==> config.mk <==
export PLATFORM = sky130hd
export DESIGN_NAME = traffic_phase_monitor
export DESIGN_NICKNAME = d
export VERILOG_FILES = /design/src/rtl/traffic_pkg.sv /design/src/rtl/phase_timer.sv /design/src/rtl/traffic_phase_monitor.sv
export SDC_FILE = /design/constraint.sdc
export NUM_CORES = 1
export LEC_CHECK = 0
export BUFFER_PORTS_ARGS = -buffer_cell sky130_fd_sc_hd__buf_4
export CAP_MARGIN = 5
export CORE_ASPECT_RATIO = 1.1
export CORE_MARGIN = 2
export CORE_UTILIZATION = 51
export CTS_CLUSTER_DIAMETER = 80
export DETAILED_ROUTE_END_ITERATION = 10
export PLACE_DENSITY = 0.84
export SYNTH_ARGS = -nofsm -noshare
export SYNTH_HDL_FRONTEND = slang
export SYNTH_SLANG_ARGS = --single-unit
==> constraint.sdc <==
create_clock -name clk -period 3 [get_ports clk]
set_input_delay 0.6 -clock clk [delete_from_list [all_inputs] [get_ports clk]]
set_output_delay 0.6 -clock clk [all_outputs]
set_load 0.005 [all_outputs]
==> src/rtl/traffic_pkg.sv <==
// traffic_pkg: light codes, monitor states, error codes and the legal-successor rule.
package traffic_pkg;
  localparam logic [3:0] CAR_RED  = 4'b1000;
  localparam logic [3:0] CAR_YEL  = 4'b0100;
  localparam logic [3:0] CAR_GRN  = 4'b0010;
  localparam logic [3:0] CAR_LEFT = 4'b0001;
  localparam logic [1:0] W_RED = 2'b10;
  localparam logic [1:0] W_GRN = 2'b01;
  localparam logic [1:0] W_OFF = 2'b00;
  localparam logic [1:0] W_BAD = 2'b11;
  typedef enum logic [1:0] {S_IDLE, S_SYNC, S_TRACK, S_FAULT} state_t;
  localparam logic [2:0] ERR_NONE     = 3'd0;
  localparam logic [2:0] ERR_ENC      = 3'd1;
  localparam logic [2:0] ERR_TRANS    = 3'd2;
  localparam logic [2:0] ERR_CONFLICT = 3'd3;
  localparam logic [2:0] ERR_SHORT    = 3'd4;
  localparam logic [2:0] ERR_LONG     = 3'd5;
  function automatic logic car_valid(input logic [3:0] c);
    return (c != 4'b0000) && ((c & (c - 4'd1)) == 4'b0000);
  endfunction
  function automatic logic legal_succ(input logic [3:0] from, input logic [3:0] to);
    return (from == CAR_GRN  && (to == CAR_YEL || to == CAR_LEFT)) ||
           (from == CAR_LEFT && to == CAR_YEL) ||
           (from == CAR_YEL  && to == CAR_RED) ||
           (from == CAR_RED  && to == CAR_GRN);
  endfunction
endpackage

==> src/rtl/phase_timer.sv <==
// phase_timer: saturating phase duration counter with a one-shot pulse on reaching the limit.
module phase_timer #(
  parameter int CNT_W     = 16,
  parameter int MAX_PHASE = 200
) (
  input  logic             clk,
  input  logic             reset,
  input  logic             clr,
  input  logic             en,
  output logic [CNT_W-1:0] o_cnt,
  output logic             o_hit
);
  localparam logic [CNT_W-1:0] MAX = CNT_W'(MAX_PHASE);
  logic [CNT_W-1:0] cnt_q, cnt_d;
  always_comb begin
    cnt_d = clr ? '0 : (en && cnt_q != MAX) ? cnt_q + 1'b1 : cnt_q;
    o_hit = en && !clr && cnt_q == MAX - 1'b1;
  end
  always_ff @(posedge clk)
    if (reset) cnt_q <= '0;
    else cnt_q <= cnt_d;
  assign o_cnt = cnt_q;
endmodule

==> src/rtl/traffic_phase_monitor.sv <==
// traffic_phase_monitor: decodes and times controller light phases, flagging illegal behaviour.
module traffic_phase_monitor
  import traffic_pkg::*;
#(
  parameter int CNT_W      = 16,
  parameter int MIN_YELLOW = 3,
  parameter int MIN_GREEN  = 5,
  parameter int MAX_PHASE  = 200
) (
  input  logic             clk,
  input  logic             reset,
  input  logic             i_enable,
  input  logic [3:0]       i_car_traffic,
  input  logic [1:0]       i_walker_traffic,
  input  logic             i_clr,
  output logic             o_synced,
  output logic             o_phase_done,
  output logic [3:0]       o_last_phase,
  output logic [CNT_W-1:0] o_last_len,
  output logic [7:0]       o_cycle_cnt,
  output logic             o_err,
  output logic [2:0]       o_err_code,
  output logic [7:0]       o_err_cnt,
  output logic             o_fault
);
  localparam logic [CNT_W-1:0] MAX = CNT_W'(MAX_PHASE);
  state_t           state_q, state_d;
  logic [3:0]       car_q, car_d, prev_q, prev_d, last_phase_q, last_phase_d;
  logic [1:0]       walk_q, walk_d;
  logic [CNT_W-1:0] last_len_q, last_len_d, cnt, len;
  logic [7:0]       cycle_q, cycle_d, err_cnt_q, err_cnt_d;
  logic [2:0]       err_code_q, err_code_d, code;
  logic             synced_q, synced_d, done_q, done_d, err_q, err_d, fault_q, fault_d;
  logic             trk, chg, end_ph, clr, fatal, err_any, hit, t_clr, t_en;
  logic             e_enc, e_conf, e_trans, e_short;
  phase_timer #(.CNT_W(CNT_W), .MAX_PHASE(MAX_PHASE)) u_timer (
    .clk(clk), .reset(reset), .clr(t_clr), .en(t_en), .o_cnt(cnt), .o_hit(hit)
  );
  always_comb begin
    trk     = i_enable && state_q == S_TRACK;
    clr     = i_enable && i_clr;
    chg     = car_q != prev_q;
    len     = (cnt == MAX) ? MAX : cnt + 1'b1;
    end_ph  = trk && chg && car_valid(car_q) && car_valid(prev_q);
    e_enc   = trk && (!car_valid(car_q) || walk_q == W_BAD);
    e_conf  = trk && walk_q == W_GRN && car_q != CAR_RED;
    e_trans = trk && chg && !legal_succ(prev_q, car_q);
    e_short = end_ph && ((prev_q == CAR_YEL && len < CNT_W'(MIN_YELLOW)) ||
                         (prev_q == CAR_GRN && len < CNT_W'(MIN_GREEN)));
    code    = e_enc ? ERR_ENC : e_conf ? ERR_CONFLICT : e_trans ? ERR_TRANS :
              e_short ? ERR_SHORT : hit ? ERR_LONG : ERR_NONE;
    err_any = code != ERR_NONE && !clr;
    fatal   = (e_enc || e_conf) && !clr;
    t_en    = trk;
    t_clr   = (trk && chg) || (i_enable && state_q == S_SYNC && car_q == CAR_RED);
    car_d   = i_enable ? i_car_traffic : car_q;
    walk_d  = i_enable ? i_walker_traffic : walk_q;
    prev_d  = i_enable ? car_q : prev_q;
    state_d = !i_enable ? state_q :
              state_q == S_IDLE  ? S_SYNC :
              state_q == S_SYNC  ? (car_q == CAR_RED ? S_TRACK : S_SYNC) :
              state_q == S_TRACK ? (fatal ? S_FAULT : S_TRACK) :
              (clr ? S_SYNC : S_FAULT);
    done_d       = end_ph;
    last_phase_d = end_ph ? prev_q : last_phase_q;
    last_len_d   = end_ph ? len : last_len_q;
    cycle_d      = (end_ph && prev_q == CAR_RED && car_q == CAR_GRN && cycle_q != 8'hFF) ?
                   cycle_q + 8'd1 : cycle_q;
    err_d        = err_any;
    err_code_d   = clr ? ERR_NONE : err_any ? code : err_code_q;
    err_cnt_d    = clr ? 8'd0 : (err_any && err_cnt_q != 8'hFF) ? err_cnt_q + 8'd1 : err_cnt_q;
    fault_d      = state_d == S_FAULT;
    synced_d     = state_d == S_TRACK || state_d == S_FAULT;
  end
  always_ff @(posedge clk)
    if (reset) begin
      state_q      <= S_IDLE;
      car_q        <= CAR_RED;
      walk_q       <= W_RED;
      prev_q       <= CAR_RED;
      last_phase_q <= '0;
      last_len_q   <= '0;
      cycle_q      <= '0;
      err_code_q   <= '0;
      err_cnt_q    <= '0;
      synced_q     <= 1'b0;
      done_q       <= 1'b0;
      err_q        <= 1'b0;
      fault_q      <= 1'b0;
    end else begin
      state_q      <= state_d;
      car_q        <= car_d;
      walk_q       <= walk_d;
      prev_q       <= prev_d;
      last_phase_q <= last_phase_d;
      last_len_q   <= last_len_d;
      cycle_q      <= cycle_d;
      err_code_q   <= err_code_d;
      err_cnt_q    <= err_cnt_d;
      synced_q     <= synced_d;
      done_q       <= done_d;
      err_q        <= err_d;
      fault_q      <= fault_d;
    end
  assign o_synced     = synced_q;
  assign o_phase_done = done_q;
  assign o_last_phase = last_phase_q;
  assign o_last_len   = last_len_q;
  assign o_cycle_cnt  = cycle_q;
  assign o_err        = err_q;
  assign o_err_code   = err_code_q;
  assign o_err_cnt    = err_cnt_q;
  assign o_fault      = fault_q;
endmodule
==> results.sh <==
export IMPL_ioPinCount=53
export IMPL_vdd_drop_max_mv=0.361
export IMPL_rsz0062_at_grt="false"
export IMPL_final_fill_count=600
export IMPL_area_delta_synth_final_pct=19.2
export IMPL_hold_violations=0
export IMPL_path_max_fanout=9
export IMPL_gp_congestion=0.966
export IMPL_netlist_area_um2=3610
export IMPL_drive_gt1_share_pct=20.3
export IMPL_fp_dieW_um=84.2
export IMPL_die_area_um2=7770
export IMPL_period_share_pct=95.2
export IMPL_cts_hold_buffers=0
export IMPL_dr_pass1_iters=4
export IMPL_grt_ovfl_total=0
export IMPL_clk_path_buf_depth=2
export IMPL_grt_pass1_vias=3176
export IMPL_synth_nets=454
export IMPL_first_iter_violations=198
export IMPL_fin_crit_ns=2.86
export IMPL_antenna_found_initial=0
export IMPL_outcome="finished clean"
export IMPL_async_reset_ff_share_pct=0
export IMPL_design_area_um2=4310
export IMPL_place_hpwl_um=6260
export IMPL_coreArea_um2=6930
export IMPL_utilization_pct=62.2
export IMPL_ys_types=57
export IMPL_slew_headroom_pct=51.7
export IMPL_clock_sinks=71
export IMPL_start_kind="register"
export IMPL_crit_arrival_ns=3.08
export IMPL_worstMarginPinSlew_ns=0.724
export IMPL_cts_buffers=9
export IMPL_slew_violations=0
export IMPL_grt_pass1_wl_um=14300
export IMPL_ant_nets=0
export IMPL_hold_class="reg2reg"
export IMPL_syn_avg_cell_area_um2=8.21
export IMPL_via_per_inst=5.72
export IMPL_synthFlopType="dfxtp_1"
export IMPL_clock_skew_ns=0.00861
export IMPL_timing_hold_ws_ns=0.457
export IMPL_synth_cells=440
export IMPL_rows=32
export IMPL_cts_resized=0
export IMPL_cp_end_kind="register"
export IMPL_port_buffers=52
export IMPL_clk_pin_slew_ns=0.08
export IMPL_clock_latency_ns=0.35
export IMPL_maxCapViolations=0
export IMPL_crit_required_ns=3.22
export IMPL_leakagePower_nw=1.68
export IMPL_synth_top_cells_by_area="dfxtp_1 39%, nand2_1 6.5%, xnor2_1 5.8%, nor2_1 5.7%, xor2_1 5.6%"
export IMPL_post_cts_setup_buffers=0
export IMPL_yosys_register_bits=71
export IMPL_fin_nets=502
export IMPL_ys_seq_area_share_pct=39.3
export IMPL_cts_root_buf="clkbuf_8"
export IMPL_setup_viol=0
export IMPL_power_density_nw_per_um2=430
export IMPL_die_y_um=92.3
export IMPL_final_setup_tns_ns=0
export IMPL_grt_max_degree=47
export IMPL_ys_warn_count=0
export IMPL_fmax_mhz=350
export IMPL_htree_num_levels=3
export IMPL_vias=3305
export IMPL_grt_usage_pct=22.3
export IMPL_synth_edff_count=0
export IMPL_synth_largest_area_cell="dfxtp_1"
export IMPL_start_util_pct=52.1
export IMPL_route_detailed_drc=0
export IMPL_cts_tree="yes"
export IMPL_placed_area_um2=4110
export IMPL_crit_type="reg2reg"
export IMPL_finalWirelength_um=8610
export IMPL_num_antenna_cells=0
export IMPL_synth_top_area_share_pct=39.3
export IMPL_post_drt_wl_per_cell_um=14.9
Yosys cell counts (all sizes together), types with 2 or more instances:
library cell and number:
a2111oi 4, a211o 3, a211oi 4, a21o 2
a21oi 30, a221oi 2, a22oi 3, a31o 2
a31oi 8, and3 8, buf 12, clkbuf 23
dfxtp 71, ha 4, inv 8, mux2i 9
nand2 63, nand3 15, nand4 7, nand4b 2
nor2 55, nor2b 5, nor3 14, nor4 8
nor4bb 2, o21a 2, o21ai 4, o311a 2
or3 5, or4b 3, xnor2 24, xor2 23
registers in the layout (all words and copies together), names as in the netlist:
register       flops
o_cycle_cnt        8
car_q              4
o_last_len        16
o_last_phase       4
o_err_code         3
state_q            2
o_err_cnt          8
o_synced           1
o_err              1
walk_q             2
o_fault            1
u_timer.o_cnt     16
o_phase_done       1
prev_q             4
path summary, 6_finish.rpt:
check / from / end / slack, ns / depth (start not counted)
max reg2reg: u_timer.o_cnt[0] / o_err_cnt[5] / 0.14 / 9
min: o_last_phase[2] / o_last_phase[2] / 0.46 / 2
max: u_timer.o_cnt[0] / o_err_cnt[5] / 0.14 / 9
min reg2reg: o_last_phase[2] / o_last_phase[2] / 0.46 / 2
through the flow:
step / power (mW) / setup slack, ns / instances
after floorplan: 1.07 / 0.115 / 440
after global placement: 1.10 / 0.244 / 562
after detailed placement: 1.11 / 0.182 / 562
after CTS: 1.86 / 0.161 / 578
after global routing: 1.92 / 0.00318 / 578
final: 1.85 / 0.145 / 578
area by class of cell:
cell class	instances	area, µm²	area share [%]
multi-input combinational	326	2010	46.7
sequential	71	1420	33.0
timing repair buffer	72	541	12.6
clock buffer	9	124	2.88
tap	85	106	2.47
clock inverter	7	72.6	1.69
inverter	8	30.0	0.697
where the power goes:
group | total [mW] | switching, mW | internal (mW) | leakage [nW]
clock | 0.765 | 0.380 | 0.385 | 0.0956
sequential | 0.973 | 0.0191 | 0.954 | 0.574
combinational | 0.114 | 0.0660 | 0.0483 | 1.01
total | 1.85 | 0.465 | 1.39 | 1.68
cells in the final DEF, fill, tap and decap left out, types with 4 or more instances in the layout:
| cell | count |
|---|---|
| a21oi_1 | 29 |
| a31oi_1 | 7 |
| and3_1 | 8 |
| buf_4 | 72 |
| clkbuf_8 | 9 |
| dfxtp_1 | 71 |
| ha_1 | 4 |
| inv_1 | 8 |
| mux2i_1 | 9 |
| nand2_1 | 63 |
| nand3_1 | 15 |
| nand4_1 | 7 |
| nor2_1 | 55 |
| nor2b_1 | 5 |
| nor3_1 | 13 |
| nor4_1 | 8 |
| o21ai_0 | 4 |
| or3_1 | 5 |
| xnor2_1 | 24 |
| xor2_1 | 23 |
worst max-delay path, stage by stage (launching register included):
cell and delay [ns]:
dfxtp_1 0.39, ha_1 0.29, and3_1 0.21, and3_1 0.18, or4_1 0.40, a211oi_1 0.40, a31oi_4 0.20, a2111oi_2 0.44
xnor2_1 0.16, nor2_1 0.05
cells by family after synthesis:
| family | share of synthesized area [%] |
|---|---|
| flops | 39.3 |
| fa+ha+maj | 1.39 |
| mux | 2.49 |
| compound gates | 14.8 |
| xor+xnor | 11.4 |
| buf+inv | 4.99 |
| simple gates | 25.6 |
metal layers:
layer  vias to the layer above  wire, µm  track usage, %
met4                         0       180            8.06
met2                        90      4350            38.4
met5                         -         0               0
met3                        15       357            4.32
li1                       1612         -               -
met1                      1588      3720            27.6
No activity file was read; power rests on OpenSTA's default activity.
